`config.mk`:
```
export PLATFORM = sky130hd
export DESIGN_NAME = bram_port_master
export DESIGN_NICKNAME = d
export VERILOG_FILES = /design/src/rtl/bram_port_master.sv
export SDC_FILE = /design/constraint.sdc
export NUM_CORES = 1
export LEC_CHECK = 0
export BUFFER_PORTS_ARGS = -buffer_cell sky130_fd_sc_hd__buf_2
export CAP_MARGIN = 0
export CORE_MARGIN = 2
export CORE_UTILIZATION = 57
export DETAILED_ROUTE_END_ITERATION = 8
export PLACE_DENSITY_LB_ADDON = 0.05
export SLEW_MARGIN = 30
export SYNTH_ARGS = -nofsm -noshare
export SYNTH_HDL_FRONTEND = slang
export SYNTH_SLANG_ARGS = --single-unit
```
`constraint.sdc`:
```
create_clock -name CLK -period 5.4 [get_ports CLK]
set_clock_uncertainty 0.05 [all_clocks]
set_input_delay 0.81 -clock CLK [delete_from_list [all_inputs] [get_ports CLK]]
set_output_delay 0.81 -clock CLK [all_outputs]
set_load 0.05 [all_outputs]
```
`src/rtl/bram_port_master.sv`:
```
// bram_port_master: valid/ready request front-end driving one BRAM port, with a credit-limited read-response FIFO.
// Optional macro BRAM_PORT_MASTER_STATS_EN adds stat_reads / stat_writes request counters.
module bram_port_master #(
    parameter int ADDR_WIDTH = 7,
    parameter int RESP_DEPTH = 4
) (
    input  logic                  CLK,
    input  logic                  RST_N,
    input  logic                  req_valid,
    output logic                  req_ready,
    input  logic                  req_write,
    input  logic [ADDR_WIDTH-1:0] req_addr,
    input  logic [31:0]           req_data,
    output logic                  resp_valid,
    input  logic                  resp_ready,
    output logic [31:0]           resp_data,
    output logic                  BRAM_CLKA,
    output logic                  BRAM_RSTA,
    output logic                  BRAM_ENA,
    output logic [3:0]            BRAM_WENA,
    output logic [ADDR_WIDTH-1:0] BRAM_AddrA,
    output logic [31:0]           BRAM_DoutA,
    input  logic [31:0]           BRAM_DinA
`ifdef BRAM_PORT_MASTER_STATS_EN
    ,
    output logic [31:0]           stat_reads,
    output logic [31:0]           stat_writes
`endif
);

    localparam int PTR_W = (RESP_DEPTH > 1) ? $clog2(RESP_DEPTH) : 1;
    localparam int CNT_W = PTR_W + 1;
    localparam int SUM_W = CNT_W + 1;

    // Handshakes: a beat transfers on a CLK edge where valid && ready; ready never looks at valid.
    logic                 ready_q;
    logic                 rd_s1;
    logic                 rd_s2;
    logic [CNT_W-1:0]     count_q;
    logic [CNT_W-1:0]     count_n;
    logic [PTR_W-1:0]     wr_ptr;
    logic [PTR_W-1:0]     rd_ptr;
    logic [31:0]          fifo_mem [RESP_DEPTH];
    logic                 req_fire;
    logic                 resp_fire;
    logic                 enq;
    logic                 rd_s1_n;
    logic [SUM_W-1:0]     credits_n;
    logic                 ready_n;

    always_comb begin
        req_fire  = req_valid && ready_q;
        resp_fire = resp_valid && resp_ready;
        enq       = rd_s2;
        rd_s1_n   = req_fire && !req_write;
        count_n   = count_q + CNT_W'(enq) - CNT_W'(resp_fire);
        // Credits for the next cycle: queued entries plus reads still in the BRAM pipeline.
        credits_n = SUM_W'(count_n) + SUM_W'(rd_s1_n) + SUM_W'(rd_s1);
        ready_n   = credits_n < SUM_W'(RESP_DEPTH);
    end

    assign req_ready  = ready_q;
    assign resp_valid = (count_q != '0);
    assign resp_data  = fifo_mem[rd_ptr];
    assign BRAM_CLKA  = CLK;
    assign BRAM_RSTA  = 1'b0;

    always_ff @(posedge CLK or negedge RST_N) begin
        if (!RST_N) begin
            ready_q <= 1'b0;
            rd_s1   <= 1'b0;
            rd_s2   <= 1'b0;
            count_q <= '0;
            wr_ptr  <= '0;
            rd_ptr  <= '0;
        end else begin
            ready_q <= ready_n;
            rd_s1   <= rd_s1_n;
            rd_s2   <= rd_s1;
            count_q <= count_n;
            if (enq) begin
                wr_ptr <= wr_ptr + PTR_W'(1);
            end
            if (resp_fire) begin
                rd_ptr <= rd_ptr + PTR_W'(1);
            end
        end
    end

    always_ff @(posedge CLK or negedge RST_N) begin
        if (!RST_N) begin
            BRAM_ENA   <= 1'b0;
            BRAM_WENA  <= 4'h0;
            BRAM_AddrA <= '0;
            BRAM_DoutA <= '0;
        end else begin
            BRAM_ENA  <= req_fire;
            BRAM_WENA <= (req_fire && req_write) ? 4'hF : 4'h0;
            if (req_fire) begin
                BRAM_AddrA <= req_addr;
                BRAM_DoutA <= req_data;
            end
        end
    end

    // Storage needs no reset: entries are only visible while count_q covers them.
    always_ff @(posedge CLK) begin
        if (enq) begin
            fifo_mem[wr_ptr] <= BRAM_DinA;
        end
    end

`ifdef BRAM_PORT_MASTER_STATS_EN
    logic [31:0] stat_reads_q;
    logic [31:0] stat_writes_q;

    always_ff @(posedge CLK or negedge RST_N) begin
        if (!RST_N) begin
            stat_reads_q  <= 32'h0;
            stat_writes_q <= 32'h0;
        end else begin
            if (req_fire && !req_write) begin
                stat_reads_q <= stat_reads_q + 32'd1;
            end
            if (req_fire && req_write) begin
                stat_writes_q <= stat_writes_q + 32'd1;
            end
        end
    end

    assign stat_reads  = stat_reads_q;
    assign stat_writes = stat_writes_q;
`endif

endmodule

```
Word level (Yosys, flattened, before mapping)
Memory sizes are Yosys's and may differ from the RTL's.
Cells that the tools add are included.
Storage, ports and cells
  word-level logic and storage cells: 27
  memory bits (writable): 128
  flip-flop bits (word level): 54
  memories: 1
Memories
  fifo_mem: depth 4, bits a word 32, rd ports 1, clocked after memory_dff 0, wr ports 1, RTL line 43  | logic [31:0] fifo_mem [RESP_DEPTH];
Cells by class
  reductions and logical operators: 6
  magnitude comparators: 1
  $add $sub $neg: 6
  multiplexer cells: 3
Operators with widths (number)
  adder 2 x 1 -> 2 bit, second input constant: 2
  adder 3 x 1 -> 4 bit: 1
  adder 4 x 1 -> 4 bit: 1
  logical AND 1 bit: 4
  less-than comparator 4 x 3 -> 1 bit, second input constant: 1
  2-to-1 mux 4 bit: 1
  adder 3 x 1 -> 3 bit: 1
  nonzero test 3 bit: 1
  subtractor 3 x 1 -> 3 bit: 1
  2-to-1 mux 1 bit: 2
  logical NOT 1 bit: 1

Logic depth before layout (Yosys ltp)
  depth in word-level cells: 6
  mapped depth: 9

==> qor.log <==
INFO  status         status=finished, final reports clean
INFO  yosys          post_syn_nets=387
INFO  timing         maxSlewHeadroom=0.410
INFO  cells_and_area most_common_library_cell_in_the_layout_ignoring_fill_and_taps=buf_2
INFO  pwr            power.ir.vdd_worst=0.510mV
INFO  timing         finalMaxSlewViolations=0
INFO  die            floorplan.die.width=112um
INFO  worst_setup_path cp_data_required_time=4.54ns
INFO  global_route   grt_antenna_before_repair=0
INFO  detailed_routing routed-via-count=3316
INFO  yosys          avgSynthCellArea=22.1um2
INFO  yosys          synth_seq_cells=179
INFO  clock_network  cts_resized=0
INFO  detailed_routing remaining_drc_errors=0
INFO  timing         setup_viol_count_final=0
INFO  die            coreArea=11500um2
INFO  timing         tightest_hold_margin=0.238ns
INFO  detailed_routing route.detailed.wl_per_inst=18.2um
INFO  global_route   grt_max_degree=52
INFO  cells_and_area layout.filler_cells=721
INFO  place          dpl.hpwl=7.15mm
INFO  job            count_of_maximum_capacitance_violations=0
INFO  yosys          post_synth_inst_count=303
INFO  die            floorplan.rows=39
INFO  worst_setup_path critical_path.endpoint_type=output port
INFO  worst_setup_path critical_path_arrival=3.15ns
INFO  detailed_routing antenna_left=0
INFO  cells_and_area drive_gt1_frac=0.536
INFO  clock_network  cts_tree=built
INFO  yosys          yosysWarningCount=0
INFO  worst_setup_path reg2reg_depth=9
INFO  clock_network  clock_edge_transition_at_the_registers_on_the_reported_setup_and_hold_paths=0.06ns
INFO  cells_and_area nNetsFinal=549
INFO  place          port-buffer-count=154
INFO  cells_and_area layout_common_cells=buf_2, edfxtp_1, dfrtp_1
INFO  yosys          synth_cell_types=24
INFO  worst_setup_path reg2reg_slack=3.16ns
INFO  worst_setup_path crit_path_max_fanout=2
INFO  timing         final_hold_viol_count=0
INFO  min_path       hp-class=input pin to asynchronous set/reset pin
INFO  place          dpl_cell_area=7540um2
INFO  clock_network  clkLatencyLatePin=0.53ns
INFO  worst_setup_path criticalPathCategory=clock port to output port
INFO  pwr            total_power=5.27mW
INFO  worst_setup_path worstSetupStartpointType=clock port
INFO  place          place_congestion=0.732
INFO  global_route   grt_pass1_vias=3587
INFO  die            initial_core_util=0.585
INFO  cells_and_area area.growth.synth_to_final=21.4%
INFO  timing         grt_setup_unrepaired=no
INFO  detailed_routing detailedRoute.firstPassIterationCount=4
INFO  global_route   groute.usage.overall=0.191
INFO  clock_network  postCtsSetupRepairBufs=0
INFO  die            design.die.area=12600um2
INFO  pwr            leakage=3.22nW
INFO  yosys          synth-seq-area-share=0.764
INFO  global_route   grt_first_pass_wirelength=17.8mm
INFO  cells_and_area final_util=0.710
INFO  clock_network  cts_hold_buf=0
INFO  cells_and_area num_antenna_cells=0
INFO  timing         totalNegativeSetupSlack=0ns
INFO  cells_and_area final_design_area_no_fill=8140um2
INFO  detailed_routing dr.first_iter.drc_count=165
INFO  yosys          post_synth_instance_area=6710um2
INFO  detailed_routing drt-vias-per-instance=5.34
INFO  timing         worst_slew_pin_slew=0.884ns
INFO  global_route   grt.overflow.total=0
INFO  detailed_routing detailed_route_wl=11.3mm
INFO  worst_setup_path critical_path.reg2reg.startpoint=count_q[1]
INFO  pwr            power_density=648nW/um2
INFO  die            fp.dieH=112um
INFO  worst_setup_path timing.rr.end=req_ready
INFO  die            boundaryPins=156
==> cell families (layout without fill, tap and decap cells) <==
group	count (synthesis)	in the layout	synth area share
flip-flops	179	179	0.764
XOR/XNOR	5	5	0.00653
adder cells (fa/ha/maj)	8	8	0.0160
other	1	1	0.000559
AND/OR/NAND/NOR	10	10	0.00746
multiplexers	71	71	0.175
AO/OA/AOI/OAI	4	4	0.00410
buffers and inverters	25	200	0.0265
==> flip-flops by register name, summed over array words and instances (netlist names), 2 cells and up <==
signal      cells
BRAM_DoutA     32
wr_ptr          2
fifo_mem      128
count_q         3
rd_ptr          2
BRAM_AddrA      7
==> critical path, stage by stage <==
cell and delay, ns:
clkbuf_16 0.12, clkbuf_16 0.13, buf_2 0.20
==> area by class of cell <==
| type | instances | area [um2] | area share |
|---|---|---|---|
| flip-flops and latches | 179 | 5120 | 0.629 |
| clock inverters | 7 | 60.1 | 0.00738 |
| well taps | 143 | 179 | 0.0220 |
| multi-input cells | 99 | 1410 | 0.174 |
| repair buffers | 156 | 791 | 0.0972 |
| inverters | 8 | 30.0 | 0.00369 |
| clock buffers | 29 | 546 | 0.0670 |
==> worst max-delay path by stage <==
stage | from | to | slack (ns) | cells after the start
4_1_cts | CLK | BRAM_CLKA | 1.38 | 3
2_1_floorplan | CLK | BRAM_CLKA | 1.67 | 1
6_report | CLK | BRAM_CLKA | 1.39 | 3
3_5_place_dp | CLK | BRAM_CLKA | 1.65 | 1
5_1_grt | CLK | BRAM_CLKA | 1.38 | 3
3_3_place_gp | CLK | BRAM_CLKA | 1.65 | 1
==> synthesized netlist by cell type (all sizes together) <==
cell type | n | share of area
o21ai | 1 | 0.00075
xor2 | 2 | 0.0026
and2 | 4 | 0.0037
dfrtp | 51 | 0.19
edfxtp | 128 | 0.57
a31o | 1 | 0.0013
buf | 16 | 0.021
xnor2 | 3 | 0.0039
o31a | 1 | 0.0013
or3 | 1 | 0.00093
inv | 8 | 0.0045
mux4 | 32 | 0.11
nand2 | 3 | 0.0017
a21oi | 1 | 0.00075
fa | 1 | 0.0030
conb | 1 | 0.00056
clkbuf | 1 | 0.00056
mux2 | 39 | 0.065
ha | 7 | 0.013
nor2 | 2 | 0.0011
==> routing by layer <==
metal	global-route usage	share of wire	up-vias
li1	-	-	1509
met1	0.227	0.41	1655
met2	0.310	0.49	134
met3	0.0772	0.073	18
met4	0.0886	0.019	0
met5	0	0	-
==> where the power goes <==
group	internal (mW)	total [mW]	switching [mW]
clock network	0.740	1.25	0.508
logic	0.632	2.12	1.49
registers	1.74	1.91	0.172
==> stage by stage <==
step / setup WS, ns / std cells
after global routing: 1.38 / 621
after global placement: 1.65 / 586
final: 1.39 / 621
after detailed placement: 1.65 / 586
after floorplan: 1.67 / 303
after CTS: 1.38 / 621
Note: power is estimated with default switching activity, not from simulation.
